<file path="src/rtl/multi_alarm_clock.sv">
// rtl/multi_alarm_clock.sv - time-of-day clock with weekday tracking and N snoozable alarm channels
module multi_alarm_clock #(
    parameter int N_ALARMS   = 4,
    parameter int SNOOZE_MIN = 5,
    parameter int RING_SEC   = 60,
    localparam int SEL_W     = (N_ALARMS > 1) ? $clog2(N_ALARMS) : 1
) (
    input  logic                clk_1Hz,
    input  logic                reset_n,
    input  logic                time_load,
    input  logic [4:0]          load_hours,
    input  logic [5:0]          load_minutes,
    input  logic [5:0]          load_seconds,
    input  logic [2:0]          load_day,
    input  logic                alm_wr,
    input  logic [SEL_W-1:0]    alm_sel,
    input  logic [4:0]          alm_hours,
    input  logic [5:0]          alm_minutes,
    input  logic [6:0]          alm_days,
    input  logic                alm_enable,
    input  logic                snooze,
    input  logic                dismiss,
    output logic [4:0]          hours,
    output logic [5:0]          minutes,
    output logic [5:0]          seconds,
    output logic [2:0]          day_of_week,
    output logic [N_ALARMS-1:0] ringing,
    output logic [N_ALARMS-1:0] snoozed,
    output logic                alarm_any
);

    typedef enum logic [1:0] {
        IDLE    = 2'd0,
        RINGING = 2'd1,
        SNOOZED = 2'd2
    } ch_state_t;

    localparam logic [7:0]  RING_LOAD = 8'(RING_SEC);
    localparam logic [10:0] SNZ_LOAD  = 11'(SNOOZE_MIN * 60);

    logic [4:0]  alm_hours_q   [N_ALARMS];
    logic [5:0]  alm_minutes_q [N_ALARMS];
    logic [6:0]  alm_days_q    [N_ALARMS];
    logic [N_ALARMS-1:0] alm_en_q;

    ch_state_t   state_q  [N_ALARMS];
    ch_state_t   state_d  [N_ALARMS];
    logic [7:0]  ring_q   [N_ALARMS];
    logic [7:0]  ring_d   [N_ALARMS];
    logic [10:0] snz_q    [N_ALARMS];
    logic [10:0] snz_d    [N_ALARMS];

    logic snooze_prev;
    logic dismiss_prev;
    logic snooze_rise;
    logic dismiss_rise;
    logic alm_ok;
    logic [N_ALARMS-1:0] wr_hit;
    logic [N_ALARMS-1:0] match;

    assign snooze_rise  = snooze & ~snooze_prev;
    assign dismiss_rise = dismiss & ~dismiss_prev;
    assign alm_ok       = (alm_hours < 5'd24) && (alm_minutes < 6'd60);

    always_ff @(posedge clk_1Hz) begin
        if (!reset_n) begin
            snooze_prev  <= 1'b0;
            dismiss_prev <= 1'b0;
        end else begin
            snooze_prev  <= snooze;
            dismiss_prev <= dismiss;
        end
    end

    // Time loads are per-field: an out-of-range field keeps its previous value.
    always_ff @(posedge clk_1Hz) begin
        if (!reset_n) begin
            hours       <= 5'd0;
            minutes     <= 6'd0;
            seconds     <= 6'd0;
            day_of_week <= 3'd0;
        end else if (time_load) begin
            if (load_hours < 5'd24)   hours       <= load_hours;
            if (load_minutes < 6'd60) minutes     <= load_minutes;
            if (load_seconds < 6'd60) seconds     <= load_seconds;
            if (load_day < 3'd7)      day_of_week <= load_day;
        end else if (seconds != 6'd59) begin
            seconds <= seconds + 6'd1;
        end else begin
            seconds <= 6'd0;
            if (minutes != 6'd59) begin
                minutes <= minutes + 6'd1;
            end else begin
                minutes <= 6'd0;
                if (hours != 5'd23) begin
                    hours <= hours + 5'd1;
                end else begin
                    hours       <= 5'd0;
                    day_of_week <= (day_of_week == 3'd6) ? 3'd0 : day_of_week + 3'd1;
                end
            end
        end
    end

    always_comb begin
        wr_hit = '0;
        match  = '0;
        for (int i = 0; i < N_ALARMS; i++) begin
            wr_hit[i] = alm_wr && alm_ok && (alm_sel == SEL_W'(i));
            match[i]  = alm_en_q[i] && alm_days_q[i][day_of_week] &&
                        (alm_hours_q[i] == hours) && (alm_minutes_q[i] == minutes) &&
                        (seconds == 6'd0) && !time_load;
        end
    end

    always_ff @(posedge clk_1Hz) begin
        for (int i = 0; i < N_ALARMS; i++) begin
            if (!reset_n) begin
                alm_hours_q[i]   <= 5'd0;
                alm_minutes_q[i] <= 6'd0;
                alm_days_q[i]    <= 7'd0;
                alm_en_q[i]      <= 1'b0;
                state_q[i]       <= IDLE;
                ring_q[i]        <= 8'd0;
                snz_q[i]         <= 11'd0;
            end else begin
                if (wr_hit[i]) begin
                    alm_hours_q[i]   <= alm_hours;
                    alm_minutes_q[i] <= alm_minutes;
                    alm_days_q[i]    <= alm_days;
                    alm_en_q[i]      <= alm_enable;
                end
                state_q[i] <= state_d[i];
                ring_q[i]  <= ring_d[i];
                snz_q[i]   <= snz_d[i];
            end
        end
    end

    // Branch order inside each state encodes the priority: write > dismiss > snooze > expiry > match.
    always_comb begin
        for (int i = 0; i < N_ALARMS; i++) begin
            state_d[i] = state_q[i];
            ring_d[i]  = ring_q[i];
            snz_d[i]   = snz_q[i];
            if (wr_hit[i]) begin
                state_d[i] = IDLE;
            end else begin
                case (state_q[i])
                    IDLE: begin
                        if (match[i]) begin
                            state_d[i] = RINGING;
                            ring_d[i]  = RING_LOAD;
                        end
                    end
                    RINGING: begin
                        if (dismiss_rise) begin
                            state_d[i] = IDLE;
                        end else if (snooze_rise) begin
                            state_d[i] = SNOOZED;
                            snz_d[i]   = SNZ_LOAD;
                        end else if (ring_q[i] == 8'd1) begin
                            state_d[i] = IDLE;
                        end else begin
                            ring_d[i] = ring_q[i] - 8'd1;
                        end
                    end
                    SNOOZED: begin
                        if (dismiss_rise) begin
                            state_d[i] = IDLE;
                        end else if (snz_q[i] == 11'd1) begin
                            state_d[i] = RINGING;
                            ring_d[i]  = RING_LOAD;
                        end else begin
                            snz_d[i] = snz_q[i] - 11'd1;
                        end
                    end
                    default: state_d[i] = IDLE;
                endcase
            end
        end
    end

    always_comb begin
        ringing = '0;
        snoozed = '0;
        for (int i = 0; i < N_ALARMS; i++) begin
            ringing[i] = (state_q[i] == RINGING);
            snoozed[i] = (state_q[i] == SNOOZED);
        end
    end

    assign alarm_any = |ringing;

endmodule

</file>
<file path="config.mk">
export PLATFORM = sky130hd
export DESIGN_NAME = multi_alarm_clock
export DESIGN_NICKNAME = d
export VERILOG_FILES = /design/src/rtl/multi_alarm_clock.sv
export SDC_FILE = /design/constraint.sdc
export NUM_CORES = 1
export LEC_CHECK = 0
export BUFFER_PORTS_ARGS = -buffer_cell sky130_fd_sc_hd__buf_4
export CAP_MARGIN = 20
export CORE_MARGIN = 5
export CORE_UTILIZATION = 49
export CTS_CLUSTER_SIZE = 14
export DETAILED_ROUTE_END_ITERATION = 12
export PLACE_DENSITY_LB_ADDON = 0.2
export SETUP_SLACK_MARGIN = 0.4
export SYNTH_ARGS = -nofsm -noshare
export SYNTH_HDL_FRONTEND = slang
export SYNTH_SLANG_ARGS = --single-unit
</file>
<file path="constraint.sdc">
create_clock -name clk_1Hz -period 6 [get_ports clk_1Hz]
set_input_delay 0.3 -clock clk_1Hz [delete_from_list [all_inputs] [get_ports clk_1Hz]]
set_output_delay 0.3 -clock clk_1Hz [all_outputs]
set_load 0.01 [all_outputs]
</file>
==> flow_summary.toml, run 1 <==
[run_status]
status = "complete, no violations"

[setup_path]
crit_arrival_ps = 2840
path_class = "reg -> reg"
crit_path_max_fanout = 8
critPathSlowestCell = "nor4_1"
critPathRequiredTime_ps = 6290
cp-end-kind = "flip-flop"
crit_family = "simple AND/OR/NAND/NOR gates"
cp.buffers_inverters = 1
slowest_delay_ps = 540
crit_path_cell_trace = "inv_1, ha_1, nor4b_4, nand2_1, nor4_1, a211oi_2, nor3_2, o221ai_1"
start_kind = "flip-flop"

[yosys]
synth_top_cell_area_share_pct = 22.8
yosysTopAreaCell = "dfxtp_1"
yosys_warnings = 0
ys_ff_latch = 182
synth_edf_count = 72
synth-main-ff-cell = "dfxtp_1"
syn-cell-area_mm2 = 0.00966
synth_fp_nets = 1066
synth_cell_types = 92
synthCells = 999
synthArstFlopShare_pct = 0
synth_seq_area_share_pct = 45.2
synth_area_per_cell_um2 = 9.67
synth_area_leaders = "dfxtp_1, edfxtp_1, xnor2_1"

[sta]
maxSlewViolCount = 0
period_needed_ps = 2550
rsz0062_at_grt = "no"
setup-violations-final = 0
finClkSkew_ps = 8.88
hold_viol = 0
slew-limit-headroom_pct = 28.8
fin_tns_setup_ps = 0
period_share_pct = 42.6
fmax_ghz = 0.391
worst_slew_pin_slew_ps = 1060
final.setup.worst_slack_ps = 3450

[drt]
antenna_left = 0
post-route-drc-count = 0
totalWireLength_mm = 23.4
wl_per_cell_um = 17.6
drtIter0Drc = 510
num_vias = 7647
drt_pass1_iterations = 4
vias_per_cell = 5.77

[floorplanning]
die_h_um = 150
dieArea_mm2 = 0.0226
die_w_um = 150
fp.coreArea_mm2 = 0.0195
io_pins = 76
rows = 51
start_util_pct = 49.6

[global_routing]
grt_max_degree = 79
grt_pass1_vias = 7322
antenna_found_initial = 0
grt-ovfl-total = 0
track_usage_pct = 21.1
grt_pass1_wl_mm = 37.9

[power_and_ir_drop]
finalPower_uw = 2610
power_switching_uw = 652
p_leak_uw = 0.00412
p_clk_share_pct = 38.9
p_comb_share_pct = 8.6
seqPwrFrac_pct = 52.5
p_int_uw = 1960
netSwitchingFraction_pct = 25.0
power.density_mw_per_mm2 = 240
ir_drop_mv = 0.198

[clock_network]
clk_pin_slew_ps = 70
cts_tree = "yes"
cts_buffer_depth = 2
root_buffer = "clkbuf_16"
hold_buffers = 0
cts_sinks = 182
worstSkewPairLatency_ps = 430
htreeDepth = 4
postCtsSetupRepairBufs = 0
postCtsResizedCells = 0
numCtsBuffers = 17

[finish]
final_cell_mix = "dfxtp_1, nor2_1, buf_4"
nets = 1115
drive_above_1_share_pct = 15.0
syn2layout_area_growth_pct = 12.5
diodes = 0
nFillCells = 1759
layout_commonest_cell = "dfxtp_1"

[placed_design]
hpwlAfterDp_mm = 16.2
pre_cts_ws_ps = 3330
place.gp.congestion = 0.837
port_buffers = 75

[job]
max_cap_violations = 0

[worst_hold_path]
hold_path_class = "in -> reg"
## stage by stage
step	std cells	utilization, %	hold slack, ps	instance area [um2]
after floorplan	999	-	422	9660
after detailed placement	1292	53.0	448	10300
after global routing	1326	55.8	104	10900
after CTS	1324	55.7	88.6	10800
final	1326	55.8	103	10900
after global placement	1292	53.0	447	10300
## kinds of logic (layout without fill, tap and decap cells)
logic type | Yosys count | after routing | synth area share, %
DFF | 182 | 182 | 45.2
muxes | 17 | 17 | 2.33
xor gates and xnor gates | 76 | 76 | 6.89
adders and majority gates | 20 | 20 | 2.59
and+or+nand+nor | 427 | 427 | 24.2
AOI/OAI and AO/OA | 188 | 188 | 14.4
buffers and inverters | 89 | 151 | 4.42
## state kept, by name (all words and copies together), names as in the netlist
signal	count
seconds	6
ring_q	32
day_of_week	3
alm_minutes_q	24
snz_q	44
alm_en_q	4
alm_hours_q	20
hours	5
dismiss_prev	1
snooze_prev	1
alm_days_q	28
state_q	8
minutes	6
## synthesized netlist by cell type (5+ instances only)
cell,instances
a22oi_1,10
nor2b_1,5
o21ai_0,32
o211ai_1,7
or4_1,5
inv_1,35
nor2_1,103
xnor2_1,58
a211oi_1,11
buf_2,5
a31oi_1,10
xor2_1,18
nand2_1,56
clkbuf_8,6
and3_1,42
o21a_1,10
dfxtp_1,110
o31ai_1,6
ha_1,20
clkbuf_1,35
nor3b_1,12
or3_1,9
o221a_2,7
a21oi_1,45
nor3_1,49
and2_1,44
nand3_1,17
nand4b_1,6
nand4_1,21
nor4_1,17
mux2i_1,9
nand2b_1,13
edfxtp_1,72
## layer usage
metal  vias to the layer above  part of all wire [%]  GRT usage [%]
li1                       3746                     -              -
met1                      3661                    48           30.1
met2                       217                    45           33.4
met3                        23                   5.6           2.98
met4                         0                   1.4           6.59
met5                         -                     0              0
## worst paths after layout
kind / to / slack, ps / from / depth (start not counted)
worst max-delay path: ring_q[1][7]$_SDFFE_PN0P_ / 3450 / seconds[0]$_SDFFE_PN0P_ / 8
worst min-delay path: snooze_prev$_SDFF_PN0_ / 100 / snooze / 2
worst max register to register: ring_q[1][7]$_SDFFE_PN0P_ / 3450 / seconds[0]$_SDFFE_PN0P_ / 8
worst min register to register: alm_en_q[0]$_SDFFE_PN0P_ / 460 / alm_en_q[0]$_SDFFE_PN0P_ / 2
## layout make-up
cell class | count | area, um2 | area share, %
clock buffer | 17 | 425 | 3.91
clock inverter | 15 | 108 | 0.990
inverter | 38 | 143 | 1.31
multi-input combinational | 728 | 4880 | 44.9
sequential | 182 | 4360 | 40.2
tap | 265 | 332 | 3.05
timing repair buffer | 81 | 616 | 5.66
## power by group through the flow
| stage | clock network [uW] | logic, uW | registers, uW |
|---|---|---|---|
| 6_report | 1010 | 224 | 1370 |
| 2_1_floorplan | 0 | 152 | 1380 |
| 3_3_place_gp | 0 | 222 | 1400 |
| 4_1_cts | 1040 | 224 | 1370 |
| 5_1_grt | 1090 | 244 | 1380 |
| 3_5_place_dp | 0 | 222 | 1400 |
Note: power is estimated with default switching activity, not from simulation.
==> run 2, diff against run 1 <==
clock period = 2.45 ns   (was 6 ns; I/O delays follow)
==> run 2 against run 1 <==
Setup slack worse by 3200 ps. Global-route usage increased by 1.1 points. Worst hold slack worse by 86 ps. Register-to-register slack worse by 3200 ps. Utilization increased by 6.0 points. Sequential share of layout area is 3.5 points lower. First-iteration DRC count grew 30%. Clock skew rose by 2.0 ps.
==> flow_summary.toml, run 2 (synthesized netlist as in run 1, its figures left out) <==
[run_status]
status = "complete, no violations"

[sta]
fmax_ghz = 0.464
rsz0062_at_grt = "yes"
period_needed_ps = 2160
hold_viol = 0
setup-violations-final = 0
period_share_pct = 88.0
finClkSkew_ps = 10.9
slew-limit-headroom_pct = 66.8
worst_slew_pin_slew_ps = 496
fin_tns_setup_ps = 0
maxSlewViolCount = 0

[setup_path]
crit_family = "simple AND/OR/NAND/NOR gates"
reg2reg_to = "ring_q[0][6]$_SDFFE_PN0P_"
cp.buffers_inverters = 1
cp-end-kind = "flip-flop"
slowest_delay_ps = 480
crit_arrival_ps = 2480
start_kind = "flip-flop"
critPathSlowestCell = "or4b_4"
path_class = "reg -> reg"
crit_path_max_fanout = 4
reg2reg_slack_ps = 290
r2r_start = "ring_q[0][1]$_SDFFE_PN0P_"
crit_path_cell_trace = "inv_2, ha_1, or4b_4, o2111ai_2, nor2_1, and3_1, o21a_1, o221a_2"
reg2regPathDepth = 8
critPathRequiredTime_ps = 2770

[drt]
vias_per_cell = 5.70
wl_met2_mm = 12.1
antenna_left = 0
post-route-drc-count = 0
dr.max_layer_used = "met4"
totalWireLength_mm = 25.3
wl_per_cell_um = 18.0
drt_pass1_iterations = 5
num_vias = 8011
drtIter0Drc = 661
met3_length_mm = 1.14
wl_met1_mm = 11.5

[floorplanning]
die_h_um = 150
dieArea_mm2 = 0.0226
start_util_pct = 49.6
io_pins = 76
die_w_um = 150
fp.coreArea_mm2 = 0.0195
rows = 51

[power_and_ir_drop]
power_switching_uw = 1720
p_comb_share_pct = 10.4
p_clk_share_pct = 39.9
ir_drop_mv = 0.485
seqPwrFrac_pct = 49.6
finalPower_uw = 6740
p_leak_uw = 0.00470
power.density_mw_per_mm2 = 560
p_int_uw = 5020
netSwitchingFraction_pct = 25.6

[global_routing]
grt_pass1_wl_mm = 39.9
grt_pass1_vias = 7680
grt-ovfl-total = 0
track_usage_pct = 22.3
antenna_found_initial = 0
grt_max_degree = 41

[placed_design]
hpwlAfterDp_mm = 17.1
port_buffers = 75
place.gp.congestion = 0.865

[worst_hold_path]
hold_path_class = "in -> reg"
min_from = "alm_hours[1]"
min_to = "alm_hours_q[1][1]$_SDFFCE_PN0P_"
min_path_cells = 2

[finish]
final_cell_mix = "buf_4, nor2_1, dfxtp_1"
nets = 1194
layout_commonest_cell = "buf_4"
top_regs = "snz_q (44), ring_q (32), alm_days_q (28)"
largest_register_ffs = 44
utilization_pct = 61.8
syn2layout_area_growth_pct = 24.6
top_register = "snz_q"
diodes = 0
drive_above_1_share_pct = 26.2

[clock_network]
worstSkewPairLatency_ps = 440
cts_tree = "yes"
root_buffer = "clkbuf_16"
cts_buffer_depth = 2
numCtsBuffers = 17
htreeDepth = 4
clk_pin_slew_ps = 70
cts_sinks = 182

[job]
max_cap_violations = 0
-- run 2: changes by cell type in the layout (fill, tap and decap cells not counted), sizes merged --
cell,before,now
buf,81,145
bufinv,0,1
clkbuf,17,18
clkinv,10,6
clkinvlp,4,1
dlygate4sd3,0,15
inv,39,44
-- run 2: power by group through the flow --
stage	Clock (uW)	Combinational, uW	Sequential [uW]
2_1_floorplan	0	373	3380
3_3_place_gp	0	598	3410
3_5_place_dp	0	603	3410
4_1_cts	2730	650	3340
5_1_grt	2860	758	3360
6_report	2690	703	3350
-- run 2: worst max path at each step --
stage / cells past startpoint / slack [ps] / endpoint / start
CTS: 8 / 310 / ring_q[0][6]$_SDFFE_PN0P_ / ring_q[0][1]$_SDFFE_PN0P_
finish: 8 / 290 / ring_q[0][6]$_SDFFE_PN0P_ / ring_q[0][1]$_SDFFE_PN0P_
global placement: 6 / 120 / ring_q[0][6]$_SDFFE_PN0P_ / day_of_week[1]$_SDFFE_PN0P_
detailed placement: 6 / 60 / ring_q[0][6]$_SDFFE_PN0P_ / day_of_week[1]$_SDFFE_PN0P_
global route: 8 / 220 / ring_q[0][6]$_SDFFE_PN0P_ / ring_q[0][1]$_SDFFE_PN0P_
floorplan: 9 / 400 / ring_q[3][6]$_SDFFE_PN0P_ / ring_q[3][1]$_SDFFE_PN0P_
-- run 2: cell type report --
class                   count  area, um2
repair buffers            160       1270
inverters                  38        150
clock inverters            14        141
multi-input cells         728       5300
fillers                  1603       7430
flip-flops and latches    182       4410
well taps                 265        332
clock buffers              18        429
-- run 2: what timing repair did --
item                       in CTS  in global routing
hold buffers                   15                  0
setup endpoints to repair      41                 64
gates resized for setup        32                 88
hold endpoints to repair       25                  0
pin swaps                      13                 34
setup buffers                   8                 18
-- run 2: layer usage --
layer | up-vias | GRT usage [%]
li1 | 3903 | -
met1 | 3866 | 30.1
met2 | 203 | 37.1
met3 | 39 | 3.22
met4 | 0 | 6.63
met5 | - | 0
-- run 2: metrics by stage --
stage               area [um2]  hold WS [ps]  setup WS (ps)  cells
floorplan                 9660           244            402    999
global placement         10600           354            119   1332
detailed placement       10600           356           59.4   1332
CTS                      11500          3.58            305   1387
global route             12000          12.9            218   1405
finish                   12000          16.2            293   1405
